`src/rtl/axi_lite_sim_console.sv`:
```
// AXI4-Lite simulation console: byte TX FIFO, sticky exit register, scratch register
// and free-running cycle counter in a 256-byte window at BASE.
module axi_lite_sim_console #(
  parameter logic [31:0] BASE    = 32'h2000_0000,
  parameter int unsigned FIFO_DP = 16
) (
  input  logic        CLK,
  input  logic        RSTn,
  input  logic [31:0] CONSOLE_AWADDR,
  input  logic        CONSOLE_AWVALID,
  output logic        CONSOLE_AWREADY,
  input  logic [63:0] CONSOLE_WDATA,
  input  logic [7:0]  CONSOLE_WSTRB,
  input  logic        CONSOLE_WVALID,
  output logic        CONSOLE_WREADY,
  output logic [1:0]  CONSOLE_BRESP,
  output logic        CONSOLE_BVALID,
  input  logic        CONSOLE_BREADY,
  input  logic [31:0] CONSOLE_ARADDR,
  input  logic        CONSOLE_ARVALID,
  output logic        CONSOLE_ARREADY,
  output logic [63:0] CONSOLE_RDATA,
  output logic [1:0]  CONSOLE_RRESP,
  output logic        CONSOLE_RVALID,
  input  logic        CONSOLE_RREADY,
  output logic [7:0]  tx_data,
  output logic        tx_valid,
  input  logic        tx_ready,
  output logic        exit_valid,
  output logic [63:0] exit_code
);

  localparam int unsigned PW = (FIFO_DP > 1) ? $clog2(FIFO_DP) : 1;
  localparam int unsigned CW = PW + 1;
  localparam logic [1:0] RESP_OKAY   = 2'b00;
  localparam logic [1:0] RESP_SLVERR = 2'b10;

  typedef enum logic [4:0] {
    REG_TX      = 5'h00,
    REG_STATUS  = 5'h01,
    REG_EXIT    = 5'h02,
    REG_SCRATCH = 5'h03,
    REG_CYCLE   = 5'h04
  } reg_sel_e;

  logic        live;
  logic        aw_held, w_held;
  logic [31:0] aw_addr_q;
  logic [63:0] w_data_q;
  logic [7:0]  w_strb_q;
  logic        bvalid_q, rvalid_q;
  logic [1:0]  bresp_q, rresp_q;
  logic [63:0] rdata_q;
  logic [7:0]  mem [FIFO_DP];
  logic [PW-1:0] wr_ptr, rd_ptr;
  logic [CW-1:0] count;
  logic        full, empty, push, pop;
  logic        exit_valid_q;
  logic [63:0] exit_code_q, scratch_q, cycle_q;
  logic        aw_hs, w_hs, b_hs, ar_hs, r_hs, wr_fire;
  logic [31:0] aw_off, ar_off;
  logic [63:0] wmask, status, rd_data;
  logic [1:0]  wr_resp, rd_resp;
  logic        exit_we, scratch_we;
  logic        unused_ok;

  // live holds the READY outputs low until the first clock after reset release
  assign CONSOLE_AWREADY = live & ~aw_held;
  assign CONSOLE_WREADY  = live & ~w_held;
  assign CONSOLE_ARREADY = live & ~rvalid_q;
  assign CONSOLE_BVALID  = bvalid_q;
  assign CONSOLE_BRESP   = bresp_q;
  assign CONSOLE_RVALID  = rvalid_q;
  assign CONSOLE_RRESP   = rresp_q;
  assign CONSOLE_RDATA   = rdata_q;
  assign exit_valid      = exit_valid_q;
  assign exit_code       = exit_code_q;

  assign aw_hs   = CONSOLE_AWVALID & CONSOLE_AWREADY;
  assign w_hs    = CONSOLE_WVALID & CONSOLE_WREADY;
  assign b_hs    = bvalid_q & CONSOLE_BREADY;
  assign ar_hs   = CONSOLE_ARVALID & CONSOLE_ARREADY;
  assign r_hs    = rvalid_q & CONSOLE_RREADY;
  assign wr_fire = aw_held & w_held & ~bvalid_q;

  assign aw_off    = aw_addr_q - BASE;
  assign ar_off    = CONSOLE_ARADDR - BASE;
  assign unused_ok = ^{aw_off[2:0], ar_off[2:0]};

  assign empty    = (count == '0);
  assign full     = (count == CW'(FIFO_DP));
  assign pop      = ~empty & tx_ready;
  assign tx_valid = ~empty;
  assign tx_data  = empty ? '0 : mem[rd_ptr];
  assign status   = {54'd0, full, empty, 8'(count)};

  always_comb begin
    wmask = '0;
    for (int unsigned i = 0; i < 8; i++) wmask[i*8 +: 8] = {8{w_strb_q[i]}};
  end

  // A pop in the same cycle frees a slot, so a push into a full FIFO still succeeds
  always_comb begin
    wr_resp    = RESP_OKAY;
    push       = 1'b0;
    exit_we    = 1'b0;
    scratch_we = 1'b0;
    if (aw_off[31:8] != '0) begin
      wr_resp = RESP_SLVERR;
    end else begin
      case (aw_off[7:3])
        REG_TX: begin
          if (w_strb_q[0]) begin
            if (!full || pop) push = wr_fire;
            else              wr_resp = RESP_SLVERR;
          end
        end
        REG_STATUS, REG_CYCLE: ;
        REG_EXIT:    exit_we    = wr_fire & ~exit_valid_q;
        REG_SCRATCH: scratch_we = wr_fire;
        default:     wr_resp    = RESP_SLVERR;
      endcase
    end
  end

  always_comb begin
    rd_data = '0;
    rd_resp = RESP_OKAY;
    if (ar_off[31:8] != '0) begin
      rd_resp = RESP_SLVERR;
    end else begin
      case (ar_off[7:3])
        REG_STATUS:      rd_data = status;
        REG_SCRATCH:     rd_data = scratch_q;
        REG_CYCLE:       rd_data = cycle_q;
        REG_TX, REG_EXIT: ;
        default:         rd_resp = RESP_SLVERR;
      endcase
    end
  end

  always_ff @(posedge CLK or negedge RSTn) begin
    if (!RSTn) begin
      live      <= 1'b0;
      aw_held   <= 1'b0;
      w_held    <= 1'b0;
      aw_addr_q <= '0;
      w_data_q  <= '0;
      w_strb_q  <= '0;
      bvalid_q  <= 1'b0;
      bresp_q   <= '0;
    end else begin
      live <= 1'b1;
      if (aw_hs) begin
        aw_held   <= 1'b1;
        aw_addr_q <= CONSOLE_AWADDR;
      end else if (b_hs) begin
        aw_held <= 1'b0;
      end
      if (w_hs) begin
        w_held   <= 1'b1;
        w_data_q <= CONSOLE_WDATA;
        w_strb_q <= CONSOLE_WSTRB;
      end else if (b_hs) begin
        w_held <= 1'b0;
      end
      if (wr_fire) begin
        bvalid_q <= 1'b1;
        bresp_q  <= wr_resp;
      end else if (b_hs) begin
        bvalid_q <= 1'b0;
      end
    end
  end

  always_ff @(posedge CLK or negedge RSTn) begin
    if (!RSTn) begin
      wr_ptr <= '0;
      rd_ptr <= '0;
      count  <= '0;
    end else begin
      if (push) wr_ptr <= wr_ptr + PW'(1);
      if (pop)  rd_ptr <= rd_ptr + PW'(1);
      if (push && !pop)      count <= count + CW'(1);
      else if (pop && !push) count <= count - CW'(1);
    end
  end

  always_ff @(posedge CLK) begin
    if (push) mem[wr_ptr] <= w_data_q[7:0];
  end

  always_ff @(posedge CLK or negedge RSTn) begin
    if (!RSTn) begin
      exit_valid_q <= 1'b0;
      exit_code_q  <= '0;
      scratch_q    <= '0;
      cycle_q      <= '0;
    end else begin
      cycle_q <= cycle_q + 64'd1;
      if (exit_we) begin
        exit_valid_q <= 1'b1;
        exit_code_q  <= w_data_q & wmask;
      end
      if (scratch_we) scratch_q <= (scratch_q & ~wmask) | (w_data_q & wmask);
    end
  end

  always_ff @(posedge CLK or negedge RSTn) begin
    if (!RSTn) begin
      rvalid_q <= 1'b0;
      rresp_q  <= '0;
      rdata_q  <= '0;
    end else if (ar_hs) begin
      rvalid_q <= 1'b1;
      rresp_q  <= rd_resp;
      rdata_q  <= rd_data;
    end else if (r_hs) begin
      rvalid_q <= 1'b0;
    end
  end

endmodule

```
`config.mk`:
```
export PLATFORM = sky130hd
export DESIGN_NAME = axi_lite_sim_console
export DESIGN_NICKNAME = d
export VERILOG_FILES = /design/src/rtl/axi_lite_sim_console.sv
export SDC_FILE = /design/constraint.sdc
export NUM_CORES = 1
export LEC_CHECK = 0
export ABC_AREA = 1
export CAP_MARGIN = 20
export CORE_MARGIN = 1.5
export CORE_UTILIZATION = 46
export CTS_CLUSTER_SIZE = 12
export DETAILED_ROUTE_END_ITERATION = 7
export DONT_BUFFER_PORTS = 1
export HOLD_SLACK_MARGIN = 0.12
export SLEW_MARGIN = 10
export SYNTH_ARGS = -nofsm -noshare
export SYNTH_HDL_FRONTEND = slang
export SYNTH_SLANG_ARGS = --single-unit
```
`constraint.sdc`:
```
create_clock -name CLK -period 3.2 [get_ports CLK]
set_input_delay 0.64 -clock CLK [delete_from_list [all_inputs] [get_ports CLK]]
set_output_delay 0.64 -clock CLK [all_outputs]
set_load 0.005 [all_outputs]
```
==> results of run 1 <==
==> metal layers <==
metal	vias up	share of wire
met5	-	0.00038
met4	4	0.023
met3	88	0.091
met2	522	0.44
met1	7890	0.45
li1	7800	-
==> cells in the final DEF, fill, tap and decap left out, drive strengths merged <==
cell / n
a211oi: 1
ha: 12
dfrtp: 378
nand3: 158
a21oi: 23
mux2: 88
a21boi: 1
buf: 39
xor2: 52
clkinvlp: 2
bufinv: 1
nand3b: 2
edfxtp: 128
clkinv: 12
xnor2: 3
o21ai: 133
nand2: 909
and2: 7
nor3: 19
nand4: 77
nor2: 188
or2: 2
inv: 107
clkbuf: 76
conb: 3
diode: 1
fa: 1
==> power groups by stage <==
stage	clock [mW]	combinational (mW)	sequential, mW
2_1_floorplan	0	1.37	8.09
3_3_place_gp	0	1.31	8.71
3_5_place_dp	0	1.36	8.76
4_1_cts	5.96	1.37	8.63
5_1_grt	6.21	1.51	8.76
6_report	5.83	1.35	8.65
==> synth_stat cells, types with 52 or more instances <==
cell,number,area (sq um)
nand2_1,902,3386
dfrtp_1,378,9459
nor2_1,175,656.9
nand3_1,151,755.7
edfxtp_1,128,3844
inv_1,101,379.1
mux2_2,88,991.0
nand4_1,77,481.7
o21ai_0,59,295.3
o21ai_2,55,481.7
buf_2,52,260.3
xor2_1,52,455.4
==> worst max-delay path by stage <==
stage               cells after the start           from    endpoint
global route                           15       count[1]    count[4]
floorplan                              17  aw_addr_q[29]    count[4]
finish                                  8      rd_ptr[0]  tx_data[5]
detailed placement                     15       count[0]    count[4]
global placement                       15       count[0]    count[4]
CTS                                     8      rd_ptr[0]  tx_data[5]
==> worst max-delay path, stage by stage (launching register included) <==
cell and delay, ns:
dfrtp_1 0.41, inv_1 0.09, buf_4 0.34, nand2_1 0.10, nand3_1 0.10, nand3_1 0.13, nand2_1 0.15, nand2_1 0.07
a21oi_1 0.26
==> cells by family (layout without fill, tap and decap cells) <==
group	count (synthesis)	count (layout)	synth area share
adder cells (fa/ha/maj)	13	13	0.007488
AND/OR/NAND/NOR	1362	1362	0.2515
flip-flops	506	506	0.5854
XOR/XNOR	55	55	0.02120
buffers and inverters	220	237	0.04631
multiplexers	88	88	0.04361
other	2	4	0.0003305
AO/OA/AOI/OAI	158	158	0.04411
==> cell type report <==
cell class                 count  area (sq um)  area share
clock inverter                14         110.1    0.004418
timing repair buffer          39         352.8     0.01416
multi-input combinational   1679          8403      0.3372
tap                          664         830.8     0.03334
inverter                     108         405.4     0.01627
sequential                   506         13300      0.5338
clock buffer                  76          1514     0.06075
antenna                        1         2.502   0.0001004
==> flow_summary.toml, run 1 <==
[die]
coreArea_sq_mm = 0.04885
ios = 291
num_rows = 81
die_width_um = 225.3
initial_utilization = 0.4652
die_h_um = 225.3
dieArea_sq_mm = 0.05074

[sta]
finClkSkew_ns = 0.03136
hold_viol_final = 163
fin_crit_ns = 2.887
rsz0062_at_grt = "false"
setup-tns-final_ns = 0
post-route-period-util = 0.9021
holdWs_ns = -0.2134
setup_violations = 0
slew_violations = 59
setup_ws_ns = 0.3134
slew_headroom = -0.04137
worst_slew_pin_slew_ns = 1.562
max_freq_mhz = 346.4

[detailed_routing]
wl_per_cell_um = 19.46
initialDrtViolationCount = 1395
vias_per_cell = 5.282
drt_pass1_iterations = 5
ant_nets = 0
wirelength_mm = 60.08
vias = 16300
drc_errors = 0

[critical_path]
critPathRequiredTime_ns = 2.56
critical_path_class = "reg2out"
rrSetupSlack_ns = 0.36
reg2reg_depth = 15
path_max_fanout = 33
endpoint_kind = "primary output"
arrival_ns = 2.25
r2r-start = "count[0]"
cp-start-kind = "flip-flop"
r2r_end = "count[4]"

[placed_design]
place_ws_ns = 0.3722
port_buffers = 0
placed_cell_area_sq_mm = 0.02327
place_inst = 2991
dp_hpwl_mm = 42.04
gp_congestion = 0.9331

[grt]
grt_use_met2 = 0.3619
grt_use_met3 = 0.07705
met1_usage = 0.3356
grt_pass1_wl_mm = 93.90
gr-max-usage-layer = "met2"
grt_pass1_vias = 16310
track_usage = 0.2411
grt_max_degree = 379
antenna_found_initial = 4
grt_overflow = 0

[power]
p_leak_nw = 10.93
combPwrFrac = 0.085
power.net_switching_mw = 4.262
power.switching_fraction = 0.2693
p_total_mw = 15.83
seqPwrFrac = 0.546
power.share.clock = 0.369
p_int_mw = 11.57
p_per_area_mw_per_mm2 = 635.1
ir_drop_uv = 527.8

[finish]
drive_above_1_share = 0.1222
final_core_util = 0.5102
area_growth_pct = 9.675
nFillCells = 4562
postLayoutCellArea_sq_mm = 0.02492
nNetsFinal = 2545
layout.cells.non_filler = 3087

[synthesis]
netlist_instances = 2404
async_flop_share = 0.7470
synth-main-ff-cell = "dfrtp_1"
synth-seq-cells = 506
synth-seq-area-share = 0.5854
synth_cell_types = 37
synth-edff-count = 128
synth_area_sq_mm = 0.02272
ys.warnings.count = 0
avgSynthCellArea_sq_um = 9.452

[run]
cap_violations = 0

[clocking]
cts_root_buf = "clkbuf_16"
numCtsBuffers = 54
htreeDepth = 2
cts_resized = 0
cts.sinks = 506
cts.clk_slew.worst_paths_ns = 0.06
clk_latency_ns = 0.60
clockBufferDepth = 3
cts_tree = "done"
post_cts_buffers = 0

[status]
status = "finished with violations"
violations = "hold timing, slew limit"

[worst_hold_path]
hp-class = "in2async"
No activity file was read; power rests on OpenSTA's default activity.
==> run 2, diff against run 1 <==
- GPL_TIMING_DRIVEN: default -> 0
==> flow_summary.toml, run 2 (synthesized netlist as in run 1, its figures left out) <==
[finish]
final_common_cell = "nand2_1"
drive_above_1_share = 0.1434
nNetsFinal = 2628
area_growth_pct = 12.22
final_cell_mix = "nand2_1 (902), dfrtp_1 (378), nor2_1 (174)"
postLayoutCellArea_sq_mm = 0.02550

[clocking]
clockBufferDepth = 3
numCtsBuffers = 55
post_cts_buffers = 0
ctsHoldBuffers = 2
cts_tree = "done"
cts_root_buf = "clkbuf_16"
cts.clk_slew.worst_paths_ns = 0.06
htreeDepth = 2
cts.sinks = 506
clk_latency_ns = 0.62

[power]
p_leak_nw = 11.27
seqPwrFrac = 0.506
power.share.clock = 0.391
combPwrFrac = 0.104
p_per_area_mw_per_mm2 = 652.8
ir_drop_uv = 503.9
power.switching_fraction = 0.2747
power.net_switching_mw = 4.573
p_total_mw = 16.65
p_int_mw = 12.07

[sta]
setup-tns-final_ns = 0
holdWs_ns = -0.2794
slew_headroom = 0.2848
worst_slew_pin_slew_ns = 1.073
setup_violations = 0
post-route-period-util = 0.9659
max_freq_mhz = 323.5
hold_viol_final = 378
finClkSkew_ns = 0.02064
slew_violations = 0
fin_crit_ns = 3.091

[critical_path]
arrival_ns = 2.45
cp-start-kind = "flip-flop"
path_max_fanout = 10
endpoint_kind = "primary output"
critPathRequiredTime_ns = 2.56
critical_path_class = "reg2out"

[die]
num_rows = 81
dieArea_sq_mm = 0.05074
initial_utilization = 0.4652
die_h_um = 225.3
ios = 291
die_width_um = 225.3
coreArea_sq_mm = 0.04885

[detailed_routing]
ant_nets = 0
vias = 17110
drc_errors = 0
initialDrtViolationCount = 1457
vias_per_cell = 5.368
drt_pass1_iterations = 5
wirelength_mm = 66.49
wl_per_cell_um = 20.86

[placed_design]
gp_congestion = 0.9535
port_buffers = 0
placed_cell_area_sq_mm = 0.02360
dp_hpwl_mm = 49.40

[run]
cap_violations = 0

[grt]
antenna_found_initial = 10
grt_pass1_vias = 16670
grt_max_degree = 379
track_usage = 0.2644
grt_overflow = 0
grt_pass1_wl_mm = 100.6

[status]
violations = "hold timing"
status = "finished with violations"

[worst_hold_path]
hp-class = "in2async"
==> run 2: changes by cell type in the layout (fill, tap and decap cells not counted), sizes merged <==
cell | before | now
buf | 39 | 90
bufinv | 1 | 5
clkbuf | 76 | 112
clkinv | 12 | 11
clkinvlp | 2 | 1
diode | 1 | 7
dlygate4sd3 | 0 | 2
inv | 107 | 111
==> run 2: layer usage <==
layer / share of wire / track usage
met1: 0.45 / 0.3784
met2: 0.43 / 0.3872
met3: 0.093 / 0.07340
met4: 0.029 / 0.08746
met5: 0.00038 / 0
==> run 2: critical path, cell delays in order (launching register included) <==
cell      delay, ns
dfrtp_1        0.47
buf_2          0.26
clkbuf_4       0.25
nand2_1        0.09
nand3_1        0.10
nand3_1        0.22
nand2_1        0.16
nand2_1        0.06
a21oi_1        0.23
==> run 2: power by group through the flow <==
stage | logic (mW) | registers [mW] | clock network, mW
6_report | 1.72 | 8.42 | 6.50
5_1_grt | 1.91 | 8.51 | 6.83
4_1_cts | 1.74 | 8.41 | 6.59
3_5_place_dp | 1.73 | 8.54 | 0
3_3_place_gp | 1.66 | 8.49 | 0
2_1_floorplan | 1.37 | 8.09 | 0
==> run 2: area by class of cell <==
type / count / area, sq um
fill: 4571 / 23350
sequential: 506 / 13300
multi-input combinational: 1679 / 8403
clock buffer: 83 / 1562
tap: 664 / 830.8
buffer: 112 / 658.1
inverter: 108 / 405.4
clock inverter: 20 / 265.3
timing repair buffer: 9 / 55.05
antenna: 7 / 17.52
==> run 2: path summary, 6_finish.rpt <==
kind                                   start           end  slack [ns]  cells past startpoint
min                                     RSTn     rd_ptr[2]       -0.28                      0
min reg2reg                        flip-flop     flip-flop        0.47                      2
max reg2reg                         count[1]      count[4]        0.25                     14
max in group asynchronous               RSTn   cycle_q[42]        2.60                      0
min in group CLK           CONSOLE_WDATA[11]  w_data_q[11]        0.17                      1
max                                rd_ptr[0]    tx_data[1]        0.11                      8
==> run 2: what timing repair did <==
item / in CTS / in global routing
hold endpoints to repair: 380 / 378
resized for setup: 0 / 11
setup endpoints to repair: 0 / 6
==> run 2: stage by stage <==
step                      worst slack (ns)  instances  utilization
final                               0.1090       3188       0.5220
after global routing              -0.02363       3185       0.5218
after CTS                          0.04380       3179       0.5209
after detailed placement            0.1030       3074       0.4831
after global placement              0.1460       3069       0.4823
after floorplan                     0.7401       2405            -
